## config.mk

```make
export PLATFORM = sky130hd
export DESIGN_NAME = regfile_mp_sb_flat
export DESIGN_NICKNAME = d
export VERILOG_FILES = /design/src/rtl/regfile_mp_sb_if.sv /design/src/rtl/regfile_mp_sb.sv /design/src/flat_wrapper.sv
export SDC_FILE = /design/constraint.sdc
export NUM_CORES = 2
export LEC_CHECK = 0
export CORE_UTILIZATION = 39
export CTS_CLUSTER_DIAMETER = 60
export DETAILED_ROUTE_END_ITERATION = 8
export REMOVE_ABC_BUFFERS = 1
export SKIP_LAST_GASP = 1
export SLEW_MARGIN = 10
export SYNTH_ARGS = -nofsm -noshare
export SYNTH_HDL_FRONTEND = slang
export SYNTH_SLANG_ARGS = --single-unit
```

## constraint.sdc

```tcl
create_clock -name clk -period 5.7 [get_ports clk]
set_input_delay 1.71 -clock clk [delete_from_list [all_inputs] [get_ports clk]]
set_output_delay 1.71 -clock clk [all_outputs]
set_load 0.01 [all_outputs]
```

## src/rtl/regfile_mp_sb_if.sv

```systemverilog
// Bus bundle for regfile_mp_sb: read ports, write/release ports, issue reservation
// and the busy count. Master drives requests, slave is the register file.
interface regfile_mp_sb_if #(
    parameter int ADDR_WIDTH = 5,
    parameter int DATA_WIDTH = 64,
    parameter int NR         = 2,
    parameter int NW         = 1
);
    logic [NR*ADDR_WIDTH-1:0] raddr;
    logic [NR*DATA_WIDTH-1:0] rdata;
    logic [NR-1:0]            rbusy;
    logic [NW-1:0]            wen;
    logic [NW*ADDR_WIDTH-1:0] waddr;
    logic [NW*DATA_WIDTH-1:0] wdata;
    logic [NW-1:0]            wclr;
    logic                     iss_valid;
    logic [ADDR_WIDTH-1:0]    iss_rd;
    logic [ADDR_WIDTH:0]      busy_cnt;

    modport master (
        output raddr, wen, waddr, wdata, wclr, iss_valid, iss_rd,
        input  rdata, rbusy, busy_cnt
    );

    modport slave (
        input  raddr, wen, waddr, wdata, wclr, iss_valid, iss_rd,
        output rdata, rbusy, busy_cnt
    );
endinterface

```

## src/rtl/regfile_mp_sb.sv

```systemverilog
// Multi-port integer register file with per-register busy scoreboard; x0 reads zero.
// Optional macro RF_BYPASS_EN forwards same-cycle write data/release to the read ports.
module regfile_mp_sb #(
    parameter int ADDR_WIDTH = 5,
    parameter int DATA_WIDTH = 64,
    parameter int NR         = 2,
    parameter int NW         = 1
) (
    input  logic              clk,
    input  logic              rst_n,
    regfile_mp_sb_if.slave    bus
);
    localparam int DEPTH = 2 ** ADDR_WIDTH;

    logic [DEPTH-1:0][DATA_WIDTH-1:0] rf_q;
    logic [DEPTH-1:0]                 busy_q;
    logic [DEPTH-1:0]                 busy_next;
    logic [ADDR_WIDTH:0]              cnt_reg;
    logic [ADDR_WIDTH:0]              cnt_next;

    genvar gi;
    generate
        for (gi = 0; gi < DEPTH; gi++) begin : g_reg
            if (gi == 0) begin : g_zero
                assign rf_q[gi]      = '0;
                assign busy_q[gi]    = 1'b0;
                assign busy_next[gi] = 1'b0;
            end else begin : g_live
                logic [DATA_WIDTH-1:0] data_reg;
                logic [DATA_WIDTH-1:0] wr_val;
                logic                  bsy_reg;
                logic                  wr_hit;
                logic                  clr_hit;
                logic                  set_hit;

                // Later ports overwrite earlier ones, so the highest index wins
                // both the data and the release decision.
                always_comb begin
                    wr_hit  = 1'b0;
                    clr_hit = 1'b0;
                    wr_val  = data_reg;
                    for (int j = 0; j < NW; j++) begin
                        if (bus.wen[j] && bus.waddr[j*ADDR_WIDTH +: ADDR_WIDTH] == ADDR_WIDTH'(gi)) begin
                            wr_hit  = 1'b1;
                            wr_val  = bus.wdata[j*DATA_WIDTH +: DATA_WIDTH];
                            clr_hit = bus.wclr[j];
                        end
                    end
                    set_hit = bus.iss_valid && (bus.iss_rd == ADDR_WIDTH'(gi));
                end

                // A new reservation overrides a same-cycle release.
                assign busy_next[gi] = set_hit | (bsy_reg & ~clr_hit);

                always_ff @(posedge clk or negedge rst_n) begin
                    if (!rst_n) begin
                        data_reg <= '0;
                        bsy_reg  <= 1'b0;
                    end else begin
                        if (wr_hit) begin
                            data_reg <= wr_val;
                        end
                        bsy_reg <= busy_next[gi];
                    end
                end

                assign rf_q[gi]   = data_reg;
                assign busy_q[gi] = bsy_reg;
            end
        end
    endgenerate

    // Count follows the next busy vector, so it moves on the same edge as the bits.
    always_comb begin
        cnt_next = '0;
        for (int k = 0; k < DEPTH; k++) begin
            cnt_next = cnt_next + (ADDR_WIDTH+1)'(busy_next[k]);
        end
    end

    always_ff @(posedge clk or negedge rst_n) begin
        if (!rst_n) begin
            cnt_reg <= '0;
        end else begin
            cnt_reg <= cnt_next;
        end
    end

    assign bus.busy_cnt = cnt_reg;

    generate
        for (gi = 0; gi < NR; gi++) begin : g_rd
            logic [ADDR_WIDTH-1:0] ra;
            logic [DATA_WIDTH-1:0] rd;
            logic                  rb;

            always_comb begin
                ra = bus.raddr[gi*ADDR_WIDTH +: ADDR_WIDTH];
                rd = rf_q[ra];
                rb = busy_q[ra];
`ifdef RF_BYPASS_EN
                for (int j = 0; j < NW; j++) begin
                    if (bus.wen[j] && ra != '0 && bus.waddr[j*ADDR_WIDTH +: ADDR_WIDTH] == ra) begin
                        rd = bus.wdata[j*DATA_WIDTH +: DATA_WIDTH];
                        rb = bus.wclr[j] ? 1'b0 : busy_q[ra];
                    end
                end
`endif
            end

            assign bus.rdata[gi*DATA_WIDTH +: DATA_WIDTH] = rd;
            assign bus.rbusy[gi]                          = rb;
        end
    endgenerate
endmodule

```

## src/flat_wrapper.sv

```systemverilog
// flat-port wrapper written by rule: the top's interface ports become plain ports
module regfile_mp_sb_flat 
#(
    parameter int ADDR_WIDTH = 5,
    parameter int DATA_WIDTH = 64,
    parameter int NR         = 2,
    parameter int NW         = 1
)
  (clk, rst_n, bus_raddr, bus_wen, bus_waddr, bus_wdata, bus_wclr, bus_iss_valid, bus_iss_rd, bus_rdata, bus_rbusy, bus_busy_cnt);
  regfile_mp_sb_if #(.ADDR_WIDTH(ADDR_WIDTH), .DATA_WIDTH(DATA_WIDTH), .NR(NR), .NW(NW)) bus_i ();
  input  logic clk;
  input  logic rst_n;
  input wire logic [$bits(bus_i.raddr)-1:0] bus_raddr;
  input wire logic [$bits(bus_i.wen)-1:0] bus_wen;
  input wire logic [$bits(bus_i.waddr)-1:0] bus_waddr;
  input wire logic [$bits(bus_i.wdata)-1:0] bus_wdata;
  input wire logic [$bits(bus_i.wclr)-1:0] bus_wclr;
  input wire logic [$bits(bus_i.iss_valid)-1:0] bus_iss_valid;
  input wire logic [$bits(bus_i.iss_rd)-1:0] bus_iss_rd;
  output wire logic [$bits(bus_i.rdata)-1:0] bus_rdata;
  output wire logic [$bits(bus_i.rbusy)-1:0] bus_rbusy;
  output wire logic [$bits(bus_i.busy_cnt)-1:0] bus_busy_cnt;
  assign bus_i.raddr = bus_raddr;
  assign bus_i.wen = bus_wen;
  assign bus_i.waddr = bus_waddr;
  assign bus_i.wdata = bus_wdata;
  assign bus_i.wclr = bus_wclr;
  assign bus_i.iss_valid = bus_iss_valid;
  assign bus_i.iss_rd = bus_iss_rd;
  assign bus_rdata = bus_i.rdata;
  assign bus_rbusy = bus_i.rbusy;
  assign bus_busy_cnt = bus_i.busy_cnt;
  regfile_mp_sb #(.ADDR_WIDTH(ADDR_WIDTH), .DATA_WIDTH(DATA_WIDTH), .NR(NR), .NW(NW)) u_core (.clk(clk), .rst_n(rst_n), .bus(bus_i));
endmodule
```

== Word level (Yosys, flattened, before mapping) ==
Index checks and enable logic that the tools add are counted.
Cells by class
  order comparisons: 2
  reductions and logical operators: 93
  equal/unequal tests: 62
  mux-type cells: 70
  bitwise gates (word level): 93
  $add $sub $neg: 30
Operator list (number)
  $bmux W64 S5: 2
  $add A6 B1 Y6: 29
  $eq A5 B5 Y1 const B: 32
  $mux W64: 2
  $eq A5 B4 Y1 const B: 16
  $mux W1: 64
  $logic_and A1 B1 Y1: 62
  $reduce_and A2 Y1: 31
  $eq A5 B3 Y1 const B: 8
  $and A1 B1 Y1: 31
  $not A1 Y1: 31
  $or A1 B1 Y1: 31
  $eq A5 B2 Y1 const B: 4
  $lt A5 B6 Y1 const B: 2
  $bmux W1 S5: 2
  $eq A5 B1 Y1 const B: 2
  $add A1 B1 Y2: 1
Storage, ports and cells
  word-level logic and storage cells: 413
  input bits: 89
  register bits: 2021
  output and inout port bits: 136

== Depth between registers and ports, before layout ==
  word-level depth: 36
  depth in mapped cells: 23
  mapped depth without buffers: 20

== Worst setup path before layout ==
No wires, ideal clock.
  kind: input -> register
  start: in bus_waddr[1]
  end: reg u_core.cnt_reg[4] (netlist: u_core.bus.busy_cnt[4])
  buffers on the path: 3
  setup time: 80 ps
  required time: 5620 ps
  data arrival time: 7282 ps
  slack: -1662 ps
  cell stages on the path: 23
  cells stage by stage: buf_2 -> nand4bb_1 -> nor3_1 -> buf_2 -> buf_2 -> nand2_1 -> a22o_1 -> ha_1 -> inv_1 -> fa_1 -> fa_1 -> fa_1 -> fa_1 -> inv_1 -> fa_1 -> inv_1 -> fa_1 -> inv_1 -> ha_1 -> fa_1 -> a21o_1 -> a21oi_1 -> xnor2_1
On the way
  cells in the longest elaborated chain, start to end: 36
  elaborated cells on any way between the ends: 216
  classes of those cells: add/sub (30); eq/ne (31); mux (31); bitwise (93); reduce/logical (31)
RTL lines
  start, declared: line flat_wrapper.sv:15  | input wire logic [$bits(bus_i.waddr)-1:0] bus_waddr;
  $eq A5 B1 Y1: line regfile_mp_sb.sv:43  | if (bus.wen[j] && bus.waddr[j*ADDR_WIDTH +: ADDR_WIDTH] == ADDR_WIDTH'(gi)) begin
  $logic_and A1 B1 Y1: line regfile_mp_sb.sv:43
  $mux W1: line regfile_mp_sb.sv:43
  $not A1 Y1: line regfile_mp_sb.sv:53  | assign busy_next[gi] = set_hit | (bsy_reg & ~clr_hit);
  $and A1 B1 Y1: line regfile_mp_sb.sv:53
  $or A1 B1 Y1: line regfile_mp_sb.sv:53
  via u_core.busy_next[1]: line regfile_mp_sb.sv:17  | logic [DEPTH-1:0] busy_next;
  $add A1 B1 Y2: line regfile_mp_sb.sv:77  | cnt_next = cnt_next + (ADDR_WIDTH+1)'(busy_next[k]);
  $add A6 B1 Y6 (29 in a row): line regfile_mp_sb.sv:77
  via u_core.cnt_next[4]: line regfile_mp_sb.sv:19  | logic [ADDR_WIDTH:0] cnt_next;
  end signal, assigned: line regfile_mp_sb.sv:85  | cnt_reg <= cnt_next;
  end, declared: line regfile_mp_sb.sv:18  | logic [ADDR_WIDTH:0] cnt_reg;
The timed path passes the listed nets, and every way through them passes these cells.
A chain may end at the register's enable or synchronous reset.

== Worst setup path after layout ==
  start: in bus_waddr[4]
  end: reg u_core.cnt_reg[4] (netlist: u_core.bus.busy_cnt[4])
Same word-level chain as after synthesis.

==> impl_metrics.tcl <==
set metrics [dict create \
    ys_top_cells_by_area "dfrtp_1, mux2_2, mux4_2" \
    period_share_pct 107 \
    async_flop_share_pct 100 \
    yosysWarnings 0 \
    via_count 73000 \
    critPathBufInv 5 \
    synth-seq-cells 2021 \
    cts-htree-levels 4 \
    viasPerCell 6.23 \
    grt_max_degree 174 \
    syn_inst 7417 \
    dp_hpwl_um 222000 \
    worstPathArrival_ps 6880 \
    gp_congestion 0.857 \
    status "finished with violations" \
    synthTopCellsByCount "mux2_2, dfrtp_1, mux4_2" \
    row_count 193 \
    clk_path_buf_depth 4 \
    placed_cell_area_mm2 0.120 \
    synth-edff-count 0 \
    clock_sinks 2021 \
    setup_viol 7 \
    grt_first_pass_wirelength_um 539000 \
    grtUsageTotal_pct 25.8 \
    die_h_um 531 \
    ir_worst_vdd_uv 861 \
    drtPass1Iterations 5 \
    crit_chain "buf_6 > nand4bb_4 > nor3_4 > nand2_1 > a22o_1 > ha_1 > inv_2 > fa_1 > fa_1 > fa_1 > fa_1 > inv_2 > fa_1 > inv_2 > fa_1 > inv_2 > ha_4 > fa_2 > a21o_1 > a21oi_2 > xnor2_1" \
    initial_core_util_pct 39.3 \
    drive_above_1_share_pct 52.7 \
    seq_power_share_pct 40.5 \
    cts_tree "built" \
    critical_path.max_fanout 3 \
    clk_pin_slew_ps 60 \
    maxSlewHeadroom_pct 13.5 \
    largest_reg_flops 1984 \
    max_freq_mhz 164 \
    critPathSlowestCell "fa_1" \
    wl_per_cell_um 31.2 \
    area_growth_pct 19.5 \
    grt-ovfl-total 0 \
    syn-cell-area_mm2 0.109 \
    p_sw_uw 14000 \
    wl_um 366000 \
    power_frac_comb_pct 28.0 \
    drcViolationCount 0 \
    final_nets 7949 \
    yosysTopAreaCellShare_pct 46.4 \
    worstSetupEndpointType "flop" \
    postSynthAreaPerCell_um2 14.7 \
    path_delay_family "adder cells" \
    die_w_um 531 \
    io_buffers 224 \
    drv_slew 0 \
    clk_latency_ps 890 \
    hold_start "u_core.g_reg[8].g_live.data_reg[45]$_DFFE_PN0P_" \
    dieArea_mm2 0.282 \
    crit_required_ps 6480 \
    worstMarginPinSlew_ps 1290 \
    synth_most_common_cell "mux2_2" \
    yosys.area.top_type "dfrtp_1" \
    intPower_uw 33800 \
    grt_pass1_vias 76800 \
    whs_ps 508 \
    synthFlopType "dfrtp_1" \
    rsz0062_at_grt "true" \
    crit_type "in2reg" \
    antenna_found_initial 18 \
    critPathLaunchType "input pin" \
    r2r-start "u_core.g_reg[2].g_live.bsy_reg$_DFF_PN0_" \
    dr.first_iter.drc_count 6782 \
    p_sw_share_pct 29.2 \
    clockPowerShare_pct 31.5 \
    crit_path_max_incr_delay_ps 530 \
    startpoint "bus_waddr[4]" \
    hold_viol_final 0 \
    hp-class "reg2reg" \
    ctsHoldBuffers 0 \
    synth_seq_area_share_pct 46.4 \
    finClkSkew_ps 32.3 \
    violations "negative setup slack" \
    setup_ws_ps -407 \
    power_density_mw_per_mm2 367 \
    synth_cell_types 34 \
    coreArea_mm2 0.277 \
    crit_top_cell "fa_1" \
    cts-root-buf "clkbuf_16" \
    ios 225 \
    finalInstanceArea_mm2 0.130 \
    nFillCells 24200 \
    cts-buffers-inserted 232 \
    finalCriticalPeriod_ps 6110 \
    max_cap_violations 0 \
    ant_nets 0 \
    p_leak_uw 0.0564 \
]
## power by group through the flow
stage	Sequential, uW	Clock (uW)	Combinational (uW)
after floorplan	18800	0	8390
after global placement	19300	0	12600
after detailed placement	19500	0	12800
after CTS	19300	15300	13400
after global routing	19800	15900	14600
final	19400	15100	13400
## what timing repair did
action,CTS,global route
endpoints found under the hold margin,0,0
buffers inserted,79,33
pin swaps,38,30
endpoints found under the setup margin,136,60
resized for setup,373,61
gates cloned,21,3
## metrics by stage
step	total power, uW	util, %	setup TNS, ps	setup WS (ps)	instances
floorplan	27200	-	-745620	-5480	6578
global placement	31800	43.2	-34710	-1960	11200
detailed placement	32300	43.2	-34140	-2000	11200
CTS	48000	46.8	-3240	-563	11700
global route	50300	47.0	-2410	-567	11700
finish	47800	47.0	-1400	-407	11700
## layout by cell type (no fill, tap or decap), types with 20 or more instances in the layout
| master | n |
|---|---|
| dlygate4sd2_1 | 105 |
| o31ai_2 | 75 |
| o21ai_2 | 56 |
| o21ai_1 | 73 |
| clkbuf_16 | 237 |
| inv_1 | 25 |
| fa_1 | 22 |
| buf_4 | 532 |
| a211oi_1 | 123 |
| clkinv_2 | 40 |
| mux2_2 | 2050 |
| mux2i_1 | 391 |
| mux4_2 | 780 |
| clkbuf_1 | 49 |
| mux2_1 | 63 |
| buf_6 | 30 |
| clkdlybuf4s50_1 | 81 |
| o31ai_1 | 50 |
| a22o_1 | 420 |
| o22ai_1 | 130 |
| nand2_1 | 36 |
| and2_1 | 130 |
| buf_12 | 180 |
| clkbuf_8 | 64 |
| buf_16 | 35 |
| dfrtp_1 | 2021 |
| nor2_4 | 27 |
| a22oi_1 | 20 |
## metal layers
layer | up-vias | part of all wire [%] | track usage (%)
met1 | 40000 | 42 | 35.2
li1 | 29600 | - | -
met4 | 6 | 3.6 | 8.88
met5 | - | 0.0087 | 0
met3 | 678 | 6.4 | 4.41
met2 | 2759 | 48 | 41.6
## worst register-to-register path, stage by stage, from the launching register on
cell     delay, ps
dfrtp_1        460
a22o_1         250
ha_1           290
inv_2           40
fa_1           450
fa_1           520
fa_1           430
fa_1           530
inv_2           50
fa_1           490
inv_2           40
fa_1           500
inv_2           50
ha_4           160
fa_2           360
a21o_1         180
a21oi_2        140
xnor2_1        130
## path summary, 6_finish.rpt
check / endpoint / cells after the start / slack (ps)
max: u_core.bus.busy_cnt[4]$_DFF_PN0_ / 21 / -410
min reg2reg: u_core.g_reg[8].g_live.data_reg[45]$_DFFE_PN0P_ / 1 / 510
min: u_core.g_reg[8].g_live.data_reg[45]$_DFFE_PN0P_ / 1 / 510
min in group asynchronous: u_core.g_reg[12].g_live.data_reg[63]$_DFFE_PN0P_ / 1 / 790
max in group asynchronous: u_core.g_reg[21].g_live.data_reg[39]$_DFFE_PN0N_ / 2 / 3340
max reg2reg: u_core.bus.busy_cnt[4]$_DFF_PN0_ / 17 / 570
## layout make-up
cell class	instances	area, um^2	area share [%]
multi-input cells	4525	55600	42.7
clock buffers	345	6890	5.30
well taps	3705	4640	3.56
diodes	8	20.0	0.0154
clock inverters	68	698	0.536
inverters	32	125	0.0961
flip-flops and latches	2021	50600	38.9
repair buffers	1016	11600	8.91
## logic make-up (layout without fill, tap and decap cells)
kind of cell	after synthesis	in the layout	share of synthesized area [%]
other	0	8	0
buffers and inverters	871	1461	3.57
adders and majority gates	32	32	0.526
and+or+nand+nor	239	239	1.23
DFF	2021	2021	46.4
AOI/OAI and AO/OA	966	966	6.69
xor gates and xnor gates	3	3	0.0241
muxes	3285	3285	41.6
(Power assumes the default switching activity.)
